`src/rtl/nonce_batch_sched.sv`:
```
// nonce_batch_sched
//   Sequences NUM_CORES lock-stepped SHA-256 double-hash cores over NUM_NONCES
//   nonces, NUM_CORES nonces per batch. Per batch: launch the cores, stream the
//   message read addresses and the shared round counter while they run, then
//   capture every core's result word and write the words back one per cycle.
//
// Ports
//   clk, reset_n        clock, asynchronous active-low reset
//   start               job request (accepted only when idle)
//   message_addr        base address of the message words (sampled on start)
//   output_addr         base address of the result area (sampled on start)
//   mem_addr/mem_we/mem_write_data   shared memory port (read or write)
//   done                one-cycle pulse at job completion
//   core_start          one-cycle launch pulse to all cores
//   core_tnew           shared round counter (1..64, 0 only in reset)
//   core_nonce          per-core nonce, 32 bits per core
//   core_read/core_comp phase flags from core 0
//   core_done/core_h    per-core done level and result word
module nonce_batch_sched #(
   parameter int unsigned NUM_CORES  = 8,
   parameter int unsigned NUM_NONCES = 16,
   parameter int unsigned MSG_WORDS  = 19
) (
   input  logic                      clk,
   input  logic                      reset_n,
   input  logic                      start,
   input  logic [15:0]               message_addr,
   input  logic [15:0]               output_addr,
   output logic [15:0]               mem_addr,
   output logic                      mem_we,
   output logic [31:0]               mem_write_data,
   output logic                      done,
   output logic                      core_start,
   output logic [6:0]                core_tnew,
   output logic [32*NUM_CORES-1:0]   core_nonce,
   input  logic                      core_read,
   input  logic                      core_comp,
   input  logic [NUM_CORES-1:0]      core_done,
   input  logic [32*NUM_CORES-1:0]   core_h
);

   localparam int unsigned NUM_BATCHES = NUM_NONCES / NUM_CORES;
   localparam int unsigned KW = (NUM_CORES > 1) ? $clog2(NUM_CORES) : 1;
   localparam int unsigned WW = (MSG_WORDS > 1) ? $clog2(MSG_WORDS) : 1;

   typedef enum logic [2:0] {
      S_IDLE,
      S_LAUNCH,
      S_RUN,
      S_COLLECT,
      S_WRITE,
      S_FINISH
   } state_t;

   state_t                          state_q, state_d;
   logic [31:0]                     batch_q, batch_d;
   logic [WW-1:0]                   word_idx_q, word_idx_d;
   logic [KW-1:0]                   wr_idx_q, wr_idx_d;
   logic [15:0]                     msg_base_q, msg_base_d;
   logic [15:0]                     out_ptr_q, out_ptr_d;
   logic [6:0]                      tnew_q, tnew_d;
   logic [NUM_CORES-1:0][31:0]      nonce_q, nonce_d;
   logic [NUM_CORES-1:0][31:0]      res_q, res_d;
   logic [31:0]                     nonce_base;

   assign core_tnew  = tnew_q;
   assign core_nonce = nonce_q;

   always_comb begin
      state_d        = state_q;
      batch_d        = batch_q;
      word_idx_d     = word_idx_q;
      wr_idx_d       = wr_idx_q;
      msg_base_d     = msg_base_q;
      out_ptr_d      = out_ptr_q;
      nonce_d        = nonce_q;
      res_d          = res_q;
      nonce_base     = '0;
      mem_addr       = '0;
      mem_we         = 1'b0;
      mem_write_data = '0;
      done           = 1'b0;
      core_start     = 1'b0;

      // Round counter runs in every state so it idles at 1 between passes.
      tnew_d = (core_comp && (tnew_q != 7'd64)) ? tnew_q + 7'd1 : 7'd1;

      case (state_q)
         S_IDLE: begin
            if (start) begin
               msg_base_d = message_addr;
               out_ptr_d  = output_addr;
               batch_d    = '0;
               for (int unsigned i = 0; i < NUM_CORES; i++) begin
                  nonce_d[i] = 32'(i);
               end
               state_d = S_LAUNCH;
            end
         end
         S_LAUNCH: begin
            core_start = 1'b1;
            word_idx_d = '0;
            state_d    = S_RUN;
         end
         S_RUN: begin
            mem_addr = msg_base_q + 16'(word_idx_q);
            if (core_read && (word_idx_q != WW'(MSG_WORDS - 1))) begin
               word_idx_d = word_idx_q + WW'(1);
            end
            if (&core_done) begin
               state_d = S_COLLECT;
            end
         end
         S_COLLECT: begin
            res_d    = core_h;
            wr_idx_d = '0;
            state_d  = S_WRITE;
         end
         S_WRITE: begin
            // out_ptr advances once per written word, so across batches it
            // always equals output_addr + batch*NUM_CORES + k.
            mem_we         = 1'b1;
            mem_addr       = out_ptr_q;
            mem_write_data = res_q[wr_idx_q];
            out_ptr_d      = out_ptr_q + 16'd1;
            wr_idx_d       = wr_idx_q + KW'(1);
            if (wr_idx_q == KW'(NUM_CORES - 1)) begin
               if ((batch_q + 32'd1) < NUM_BATCHES) begin
                  batch_d    = batch_q + 32'd1;
                  nonce_base = (batch_q + 32'd1) * NUM_CORES;
                  for (int unsigned i = 0; i < NUM_CORES; i++) begin
                     nonce_d[i] = nonce_base + 32'(i);
                  end
                  state_d = S_LAUNCH;
               end else begin
                  state_d = S_FINISH;
               end
            end
         end
         S_FINISH: begin
            done    = 1'b1;
            state_d = S_IDLE;
         end
         default: state_d = S_IDLE;
      endcase
   end

   always_ff @(posedge clk or negedge reset_n) begin
      if (!reset_n) begin
         state_q    <= S_IDLE;
         batch_q    <= '0;
         word_idx_q <= '0;
         wr_idx_q   <= '0;
         msg_base_q <= '0;
         out_ptr_q  <= '0;
         tnew_q     <= '0;
         nonce_q    <= '0;
         res_q      <= '0;
      end else begin
         state_q    <= state_d;
         batch_q    <= batch_d;
         word_idx_q <= word_idx_d;
         wr_idx_q   <= wr_idx_d;
         msg_base_q <= msg_base_d;
         out_ptr_q  <= out_ptr_d;
         tnew_q     <= tnew_d;
         nonce_q    <= nonce_d;
         res_q      <= res_d;
      end
   end

endmodule

```
`config.mk`:
```
export PLATFORM = sky130hd
export DESIGN_NAME = nonce_batch_sched
export DESIGN_NICKNAME = d
export VERILOG_FILES = /design/src/rtl/nonce_batch_sched.sv
export SDC_FILE = /design/constraint.sdc
export NUM_CORES = 1
export LEC_CHECK = 0
export BUFFER_PORTS_ARGS = -buffer_cell sky130_fd_sc_hd__buf_2
export CAP_MARGIN = 20
export CORE_ASPECT_RATIO = 1.25
export CORE_UTILIZATION = 24
export CTS_BUF_LIST = sky130_fd_sc_hd__clkbuf_16
export CTS_CLUSTER_DIAMETER = 60
export CTS_CLUSTER_SIZE = 12
export DETAILED_ROUTE_END_ITERATION = 8
export REMOVE_ABC_BUFFERS = 1
export SLEW_MARGIN = 20
export SYNTH_ARGS = -nofsm -noshare
export SYNTH_HDL_FRONTEND = slang
export SYNTH_SLANG_ARGS = --single-unit
```
`constraint.sdc`:
```
create_clock -name clk -period 7.5 [get_ports clk]
set_input_delay 1.5 -clock clk [delete_from_list [all_inputs] [get_ports clk]]
set_output_delay 1.5 -clock clk [all_outputs]
set_load 0.01 [all_outputs]
```
# Word level (Yosys, flattened, before mapping)

Index checks and enable logic that the tools add are counted.

Add/sub/neg operators: 13
Mux-type cells: 26
Reduce and logical (&&, ||, !) cells: 12
Eq/ne operators: 13
$lt $le $gt $ge: 2

Operators by type and width:

| cell                    | number |
|---|---|
| $mux W256               | 3 |
| $pmux W256 S2           | 1 |
| $mux W32                | 5 |
| $add A32 B3 Y32 const B | 4 |
| $bmux W32 S3            | 1 |
| $add A32 B1 Y32 const B | 2 |
| $add A32 B2 Y32 const B | 2 |
| $pmux W16 S2            | 2 |
| $pmux W32 S2            | 1 |
| $lt A32 B2 Y1 const B   | 1 |
| $add A16 B1 Y16 const B | 1 |
| $add A16 B5 Y16         | 1 |
| $mux W16                | 1 |
| $pmux W3 S5             | 1 |
| $mux W3                 | 4 |
| $ne A2 B2 Y1 const B    | 5 |
| $pmux W5 S2             | 1 |
| $eq A3 B3 Y1 const B    | 3 |
| $reduce_and A8 Y1       | 1 |
| $add A7 B1 Y7 const B   | 1 |
| $mux W7                 | 1 |
| $ne A7 B7 Y1 const B    | 1 |
| $eq A3 B2 Y1 const B    | 2 |
| $pmux W3 S2             | 1 |
| 13 further kinds        | 20 |

Flip-flop bits (word level): 594
Output and inout bits: 314

# Depth between registers and ports, before layout

Gate-level depths: netlist of run 1.

Word-level depth: 5
Gate-level depth with buffers: 10

# Worst setup path before layout of run 1

OpenSTA, ideal clock, no wires.

Path kind: register to output
From: reg word_idx_q[0]
To: out mem_addr[12]
Path slack: 3.678 ns
Required time: 6.000 ns
Path buffers: 0
Stages on the path, launching flop included: 10
Data arrival time: 2.322 ns
Cells stage by stage: dfrtp_1 > ha_1 > fa_1 > a21o_1 > a21oi_1 > nor2b_1 > o21ai_0 > nor2_1 > xnor2_1 > o21ai_0

Cells in the longest elaborated chain, start to end: 2

RTL lines:

| item                   | RTL line | source |
|---|---|---|
| from (decl)            | 57       | `logic [WW-1:0] word_idx_q, word_idx_d;` |
| from (signal assigned) | 162      | `word_idx_q <= word_idx_d;` |
| $add A16 B5 Y16        | 106      | `mem_addr = msg_base_q + 16'(word_idx_q);` |
| $pmux W16 S2           | 88       | `case (state_q)` |
| to (decl)              | 29       | `output logic [15:0] mem_addr,` |

Every way passes these cells.

# Final worst setup path of run 1

From: reg word_idx_q[0]
To: out mem_addr[10]

Same word-level chain as after synthesis.

==> metrics.txt, run 1 <==
Port Buf Inserts=602; Seq cells post-synth=around 340; Yosys warnings=0; Longest Clk Path Bufs=3; Vias/cell=around 4.4; Initial Utilization=0.243; first-pass GRT wire length=~87 mm; fill count=approximately 8.0k; H-tree Lvls=2; Num CTS Buffers=37; Routed Antenna Nets=0; vias in the first global route=14.3k; most frequent cells in the layout=nand2_1 (894), buf_2 (601), dfrtp_1 (336); die footprint=around 77000 sq um; Placer Congestion=0.899; slew margin rel.=0.318; Setup Viol. Count Final=0; highest routed layer=met5; static leakage=11.4 nW; pwr dens=between 300 and 400 nW/um^2; post-synthesis sequential area ratio=0.466; Comb pwr share=0.339; Die X=248 microns; CP Buf/Inv Count=1; setup tns final=0 ns; final clock skew=around 0.012 ns; initial DRC count=between 700 and 800; number of distinct library cells after synthesis=60; Fmax=about 210 MHz; asr flop ratio synth=1.00; max_cap viols=0; final hold vios=0; Placed Instances=~3.3k; Post-CTS Resized=0; DP Wirelength=about 42 mm; Core ar.=roughly 75000 sq um; Worst setup EP type=primary output; largest net degree at the start of global routing=157; Sw Share=0.361; period utilization=0.627; Vias=approximately 15k; synthesized area=roughly 18000 sq um; # nets final=roughly 2.7k; Total Wirelength=between 50 and 60 mm; most common cell after layout, fill and taps aside=nand2_1; met2 WL=around 31 mm; status=completed; cell count after synthesis=2060; crit path max-delay cell type=o21ai_0; clk sinks=between 300 and 400; routed len/inst=17.5 microns; CTS root buf=clkbuf_16; Hold-fix buffers, CTS=0; setup bufs post-CTS=0; crit-path cells=ha_1 > fa_1 > a21o_1 > a21oi_1 > nor2b_1 > o21ai_0 > nor2_1 > xor2_1 > a22o_1 > buf_2; 1st-pass router iterations=5; P_sw=~0.0027 W; CTS tree=done; slew at the pin closest to its max-slew limit=approximately 1.0 ns; Largest delay share family, worst path=compound AO/OA/AOI/OAI gates; IO Pins=~620; EDFF count, synth=0; crit path launch type=flip-flop; metal3 WL=roughly 3.4 mm; Critical Path AT=around 3.2 ns; min Tclk post-route=4.70 ns; gr ovfl total=0; Worst Path Max Fanout=6; Int Pwr=just under 0.005 W; initial antenna violation count=9; peak supply drop=0.201 mV; WL met1=approximately 23 mm; clock power share=0.233; die height=around 310 microns; row count=between 100 and 150; Final Max Tran Viols=0; RSZ-0062 raised after global routing=no; CP max stage delay=about 0.5 ns; type of the worst setup path=reg2out; Area growth, synth to finish=17.8%; required time of the worst setup path=around 6.0 ns; fraction of layout cells with a size suffix above 1=0.315; main flop type after synthesis=dfrtp_1; all-layer global routing usage=0.148; Reg power frac=0.428; Worst-path clk slew=around 0.060 ns; fin cells=3359; Hold/Removal Path Class=reg2reg; Synth Area per Inst=approximately 8.8 sq um; Skew-Pair Late Insertion Delay=0.54 ns; Remaining DRCs=0
## cells in the mapped netlist (all sizes together), types with 2 or more instances
cell / number / share of area
ha: 13 / 0.0089
a22oi: 2 / 0.00082
a21o: 5 / 0.0021
nor2: 102 / 0.021
a22o: 6 / 0.0029
a31oi: 2 / 0.00069
o21ai: 29 / 0.0080
dfrtp: 339 / 0.47
nor3b: 3 / 0.0012
xnor2: 8 / 0.0039
a311oi: 5 / 0.0024
or4: 7 / 0.0031
nor2b: 4 / 0.0014
mux2i: 35 / 0.019
o31a: 2 / 0.00096
nand2: 897 / 0.19
nor3: 11 / 0.0030
a211o: 3 / 0.0014
a31o: 3 / 0.0014
o22ai: 6 / 0.0021
or3: 4 / 0.0014
clkbuf: 87 / 0.018
or3b: 2 / 0.00096
a211oi: 6 / 0.0025
xor2: 16 / 0.0077
o32ai: 2 / 0.00096
nand3: 28 / 0.0083
o31ai: 2 / 0.00082
and2: 4 / 0.0014
nand2b: 3 / 0.0010
a21oi: 14 / 0.0039
or2: 3 / 0.0010
nand4: 20 / 0.0072
and3b: 2 / 0.00096
inv: 9 / 0.0019
a32oi: 2 / 0.00096
and3: 13 / 0.0045
buf: 272 / 0.11
and4: 2 / 0.00096
mux4: 64 / 0.079
o2111ai: 2 / 0.00096
nor4: 11 / 0.0046
## cells by family (layout without fill, tap and decap cells)
logic type / Yosys count / in the layout / synth area share
compound gates: 96 / 96 / 0.0353
mux: 99 / 99 / 0.0985
other cells: 1 / 16 / 0.000206
xor+xnor: 24 / 24 / 0.0116
fa+ha+maj: 14 / 14 / 0.0100
flops: 339 / 339 / 0.466
buf+inv: 369 / 684 / 0.130
simple gates: 1118 / 1118 / 0.248
## power groups by stage
stage / registers (W) / clock network (W) / logic [W]
after floorplan: 0.00308 / 0 / 0.00198
after global placement: 0.00323 / 0 / 0.00254
after detailed placement: 0.00325 / 0 / 0.00260
after CTS: 0.00322 / 0.00182 / 0.00261
after global routing: 0.00333 / 0.00188 / 0.00293
final: 0.00322 / 0.00175 / 0.00255
## worst paths after layout
path                                      startpoint                     end  slack (ns)  cells past startpoint
setup / recovery           word_idx_q[0]$_DFFE_PN0P_            mem_addr[10]        2.80                     10
hold / removal                 res_q[85]$_DFFE_PN0P_   res_q[85]$_DFFE_PN0P_        0.47                      2
setup reg to reg              batch_q[0]$_DFFE_PN0P_  batch_q[0]$_DFFE_PN0P_        3.82                      9
hold reg to reg                res_q[85]$_DFFE_PN0P_   res_q[85]$_DFFE_PN0P_        0.47                      2
max in group asynchronous                    reset_n  core_tnew[0]$_DFF_PN0_        5.08                      2
min in group asynchronous                    reset_n  res_q[220]$_DFFE_PN0P_        0.97                      1
## cell type report
cell class,instances,area (sq um),share of cell area
tap,969,1210,0.0566
timing repair buffer,620,3170,0.148
clock inverter,15,134,0.00625
clock buffer,39,976,0.0455
antenna,4,10.0,0.000467
inverter,10,37.5,0.00175
sequential,339,8490,0.396
multi-input combinational,1363,7400,0.345
## tightest hold or removal path: stages, from the launching register on
cell and delay (ns):
dfrtp_1 0.33, nand2_1 0.05, nand2_1 0.05
## metrics by stage
stage	hold slack [ns]	util	instance area [sq um]	setup WS, ns	total power [W]
2_1_floorplan	0.440	-	15900	1.85	0.00506
3_3_place_gp	0.453	0.272	20300	3.36	0.00577
3_5_place_dp	0.457	0.272	20300	3.36	0.00585
4_1_cts	0.472	0.286	21400	2.76	0.00766
5_1_grt	0.484	0.286	21400	2.51	0.00814
6_report	0.466	0.286	21400	2.80	0.00753
## sequential cells by signal, summed over array words and instances (netlist names)
signal      count
res_q         256
batch_q        32
msg_base_q     16
out_ptr_q      16
core_tnew       7
word_idx_q      5
state_q         3
wr_idx_q        3
core_nonce      1
## layer usage
metal,vias up,global-route usage
met5,-,0
met2,545,0.267
met3,98,0.0321
met1,7148,0.172
met4,8,0.0492
li1,7046,-
No activity file was read; power rests on OpenSTA's default activity.
==> inputs of run 2 (changes only) <==
- clock period: 7.5 -> 4.5 ns (I/O delays scaled with it)
==> metrics.txt, run 2 (same netlist as run 1, synthesis figures left out) <==
die height=310 microns (unchanged); 1st-pass router iterations=5 (unchanged); Vias/cell=4.40 (was 4.42); Hold-fix buffers, CTS=0 (unchanged); gr ovfl total=0 (unchanged); Skew-Pair Late Insertion Delay=0.54 ns (about the same); Longest Clk Path Bufs=3 (unchanged); first-pass GRT wire length=88.9 mm (was 86.9 mm); slew margin rel.=0.390 (was 0.318); Remaining DRCs=0 (unchanged); fin area=21700 sq um (was 21400 sq um); largest registers=res_q: 256 flops, batch_q: 32 flops (unchanged); setup tns final=0 ns (unchanged); row count=112 (unchanged); clk sinks=339 (unchanged); most common cell after layout, fill and taps aside=nand2_1 (unchanged); final core occ=0.290 (was 0.286); Reg power frac=0.415 (was 0.428); crit path launch type=flip-flop (unchanged); reg2reg path depth=9 (unchanged); min Tclk post-route=4.11 ns; Worst setup EP type=primary output (unchanged); Fmax=around 240 MHz; CTS tree=done (unchanged); die footprint=76900 sq um (unchanged); Post-DP Area=20500 sq um (was 20300 sq um); Placer Congestion=0.910 (was 0.899); Port Buf Inserts=602 (unchanged); Routed Antenna Nets=0 (unchanged); Worst Path Max Fanout=6 (unchanged); P_sw=0.00461 W (was 0.00272 W); Comb pwr share=0.348 (was 0.339); final clock skew=0.0185 ns (was 0.0120 ns); Sw Share=0.362 (was 0.361); all-layer global routing usage=0.152 (was 0.148); clock power share=0.237 (was 0.233); setup bufs post-CTS=0 (unchanged); status=completed (unchanged); period utilization=0.914; Core ar.=74800 sq um (unchanged); most frequent cells in the layout=nand2_1 (894), buf_2 (601), dfrtp_1 (336) (unchanged); peak supply drop=0.291 mV (was 0.201 mV); Hold WS=0.447 ns (was 0.466 ns); Die X=248 microns (unchanged); Area growth, synth to finish=19.1% (was 17.8%); Int Pwr=0.00812 W (was 0.00481 W); area taken by multi-input logic gates=7400 sq um (unchanged); Post-CTS Resized=0 (unchanged); type of the worst setup path=reg2out (unchanged); final hold vios=0 (unchanged); vias in the first global route=14.8k (was 14.3k); RSZ-0062 raised after global routing=no (unchanged); pwr dens=587 nW/um^2 (was 351 nW/um^2); r2r startpoint=batch_q[0]$_DFFE_PN0P_ (unchanged); max reg flops=256 (unchanged); Num CTS Buffers=39 (was 37); static leakage=11.5 nW (was 11.4 nW); required time of the worst setup path=3.60 ns (was 6.00 ns); IO Pins=615 (unchanged); Worst-path clk slew=0.06 ns (about the same); CTS root buf=clkbuf_16 (unchanged); fraction of layout cells with a size suffix above 1=0.320 (was 0.315); fill count=8023 (was 8022); largest net degree at the start of global routing=110 (was 157); r2r endpoint=batch_q[0]$_DFFE_PN0P_ (unchanged); Critical Path AT=3.21 ns (was 3.20 ns); Final Max Tran Viols=0 (unchanged); slew at the pin closest to its max-slew limit=0.906 ns (was 1.02 ns); DP Wirelength=43.7 mm (was 41.8 mm); max_cap viols=0 (unchanged); Top reg by flops=res_q (unchanged); routed len/inst=17.8 microns (was 17.5 microns); H-tree Lvls=2 (unchanged); sequential cell area=8490 sq um (unchanged); initial DRC count=682 (was 769); R2R Setup Slk=0.90 ns (was 3.82 ns); # nets final=2701 (was 2686); Setup Viol. Count Final=0 (unchanged); Hold/Removal Path Class=in2async (was reg2reg); Initial Utilization=0.243 (unchanged); Total Wirelength=60.1 mm (was 58.8 mm); Vias=14.8k (about the same); initial antenna violation count=11 (was 9)
-- run 2: changes by cell type in the layout (fill, tap and decap cells not counted), moves of 2 or more --
cell / previous run / this run
clkbuf_16: 39 / 41
inv_8: 0 / 2
buf_4: 17 / 22
diode_2: 4 / 2
buf_12: 1 / 9
-- run 2: how the worst max path moves through the flow --
stage / end / from / slack, ns / depth (start not counted)
floorplan: wr_idx_q[0]$_DFFE_PN0P_ / state_q[2]$_DFFE_PN0P_ / -1.15 / 5
global placement: state_q[2]$_DFFE_PN0P_ / batch_q[5]$_DFFE_PN0P_ / 0.89 / 7
detailed placement: state_q[2]$_DFFE_PN0P_ / batch_q[0]$_DFFE_PN0P_ / 0.88 / 8
CTS: mem_addr[8] / word_idx_q[0]$_DFFE_PN0P_ / 0.32 / 10
global route: mem_addr[10] / word_idx_q[0]$_DFFE_PN0P_ / 0.10 / 10
finish: mem_addr[8] / word_idx_q[0]$_DFFE_PN0P_ / 0.39 / 10
-- run 2: final cells by class --
| type | instances | area share |
|---|---|---|
| flip-flops and latches | 339 | 0.392 |
| multi-input cells | 1363 | 0.342 |
| repair buffers | 633 | 0.155 |
| well taps | 969 | 0.0559 |
| clock buffers | 41 | 0.0473 |
| clock inverters | 16 | 0.00589 |
| inverters | 10 | 0.00173 |
| diodes | 2 | 0.000231 |
-- run 2: critical path: stages (launching register included) --
cell     delay [ns]
dfrtp_1        0.44
ha_1           0.25
fa_1           0.40
a21o_1         0.17
a21oi_1        0.21
nor2b_1        0.07
o21ai_0        0.50
nor2_1         0.11
xor2_1         0.16
a22o_1         0.21
buf_2          0.14
-- run 2: through the flow --
stage / power (W) / instances / setup WS [ns]
final: 0.0127 / 3373 / 0.388
after global routing: 0.0138 / 3372 / 0.102
after CTS: 0.0130 / 3371 / 0.319
after detailed placement: 0.00985 / 3314 / 0.880
after global placement: 0.00975 / 3314 / 0.890
after floorplan: 0.00844 / 1712 / -1.15
-- run 2: metal layers --
metal | vias up | routed length, microns | track usage
met5 | - | 78 | 0
met4 | 12 | 1980 | 0.0553
met3 | 109 | 3250 | 0.0304
met2 | 539 | 31500 | 0.280
met1 | 7092 | 23300 | 0.173
li1 | 7075 | - | -
-- run 2: power by group through the flow --
stage / clock [W] / combinational [W] / sequential [W]
after floorplan: 0 / 0.00330 / 0.00514
after global placement: 0 / 0.00446 / 0.00529
after global routing: 0.00326 / 0.00509 / 0.00545
after CTS: 0.00315 / 0.00455 / 0.00528
final: 0.00301 / 0.00444 / 0.00528
after detailed placement: 0 / 0.00452 / 0.00533
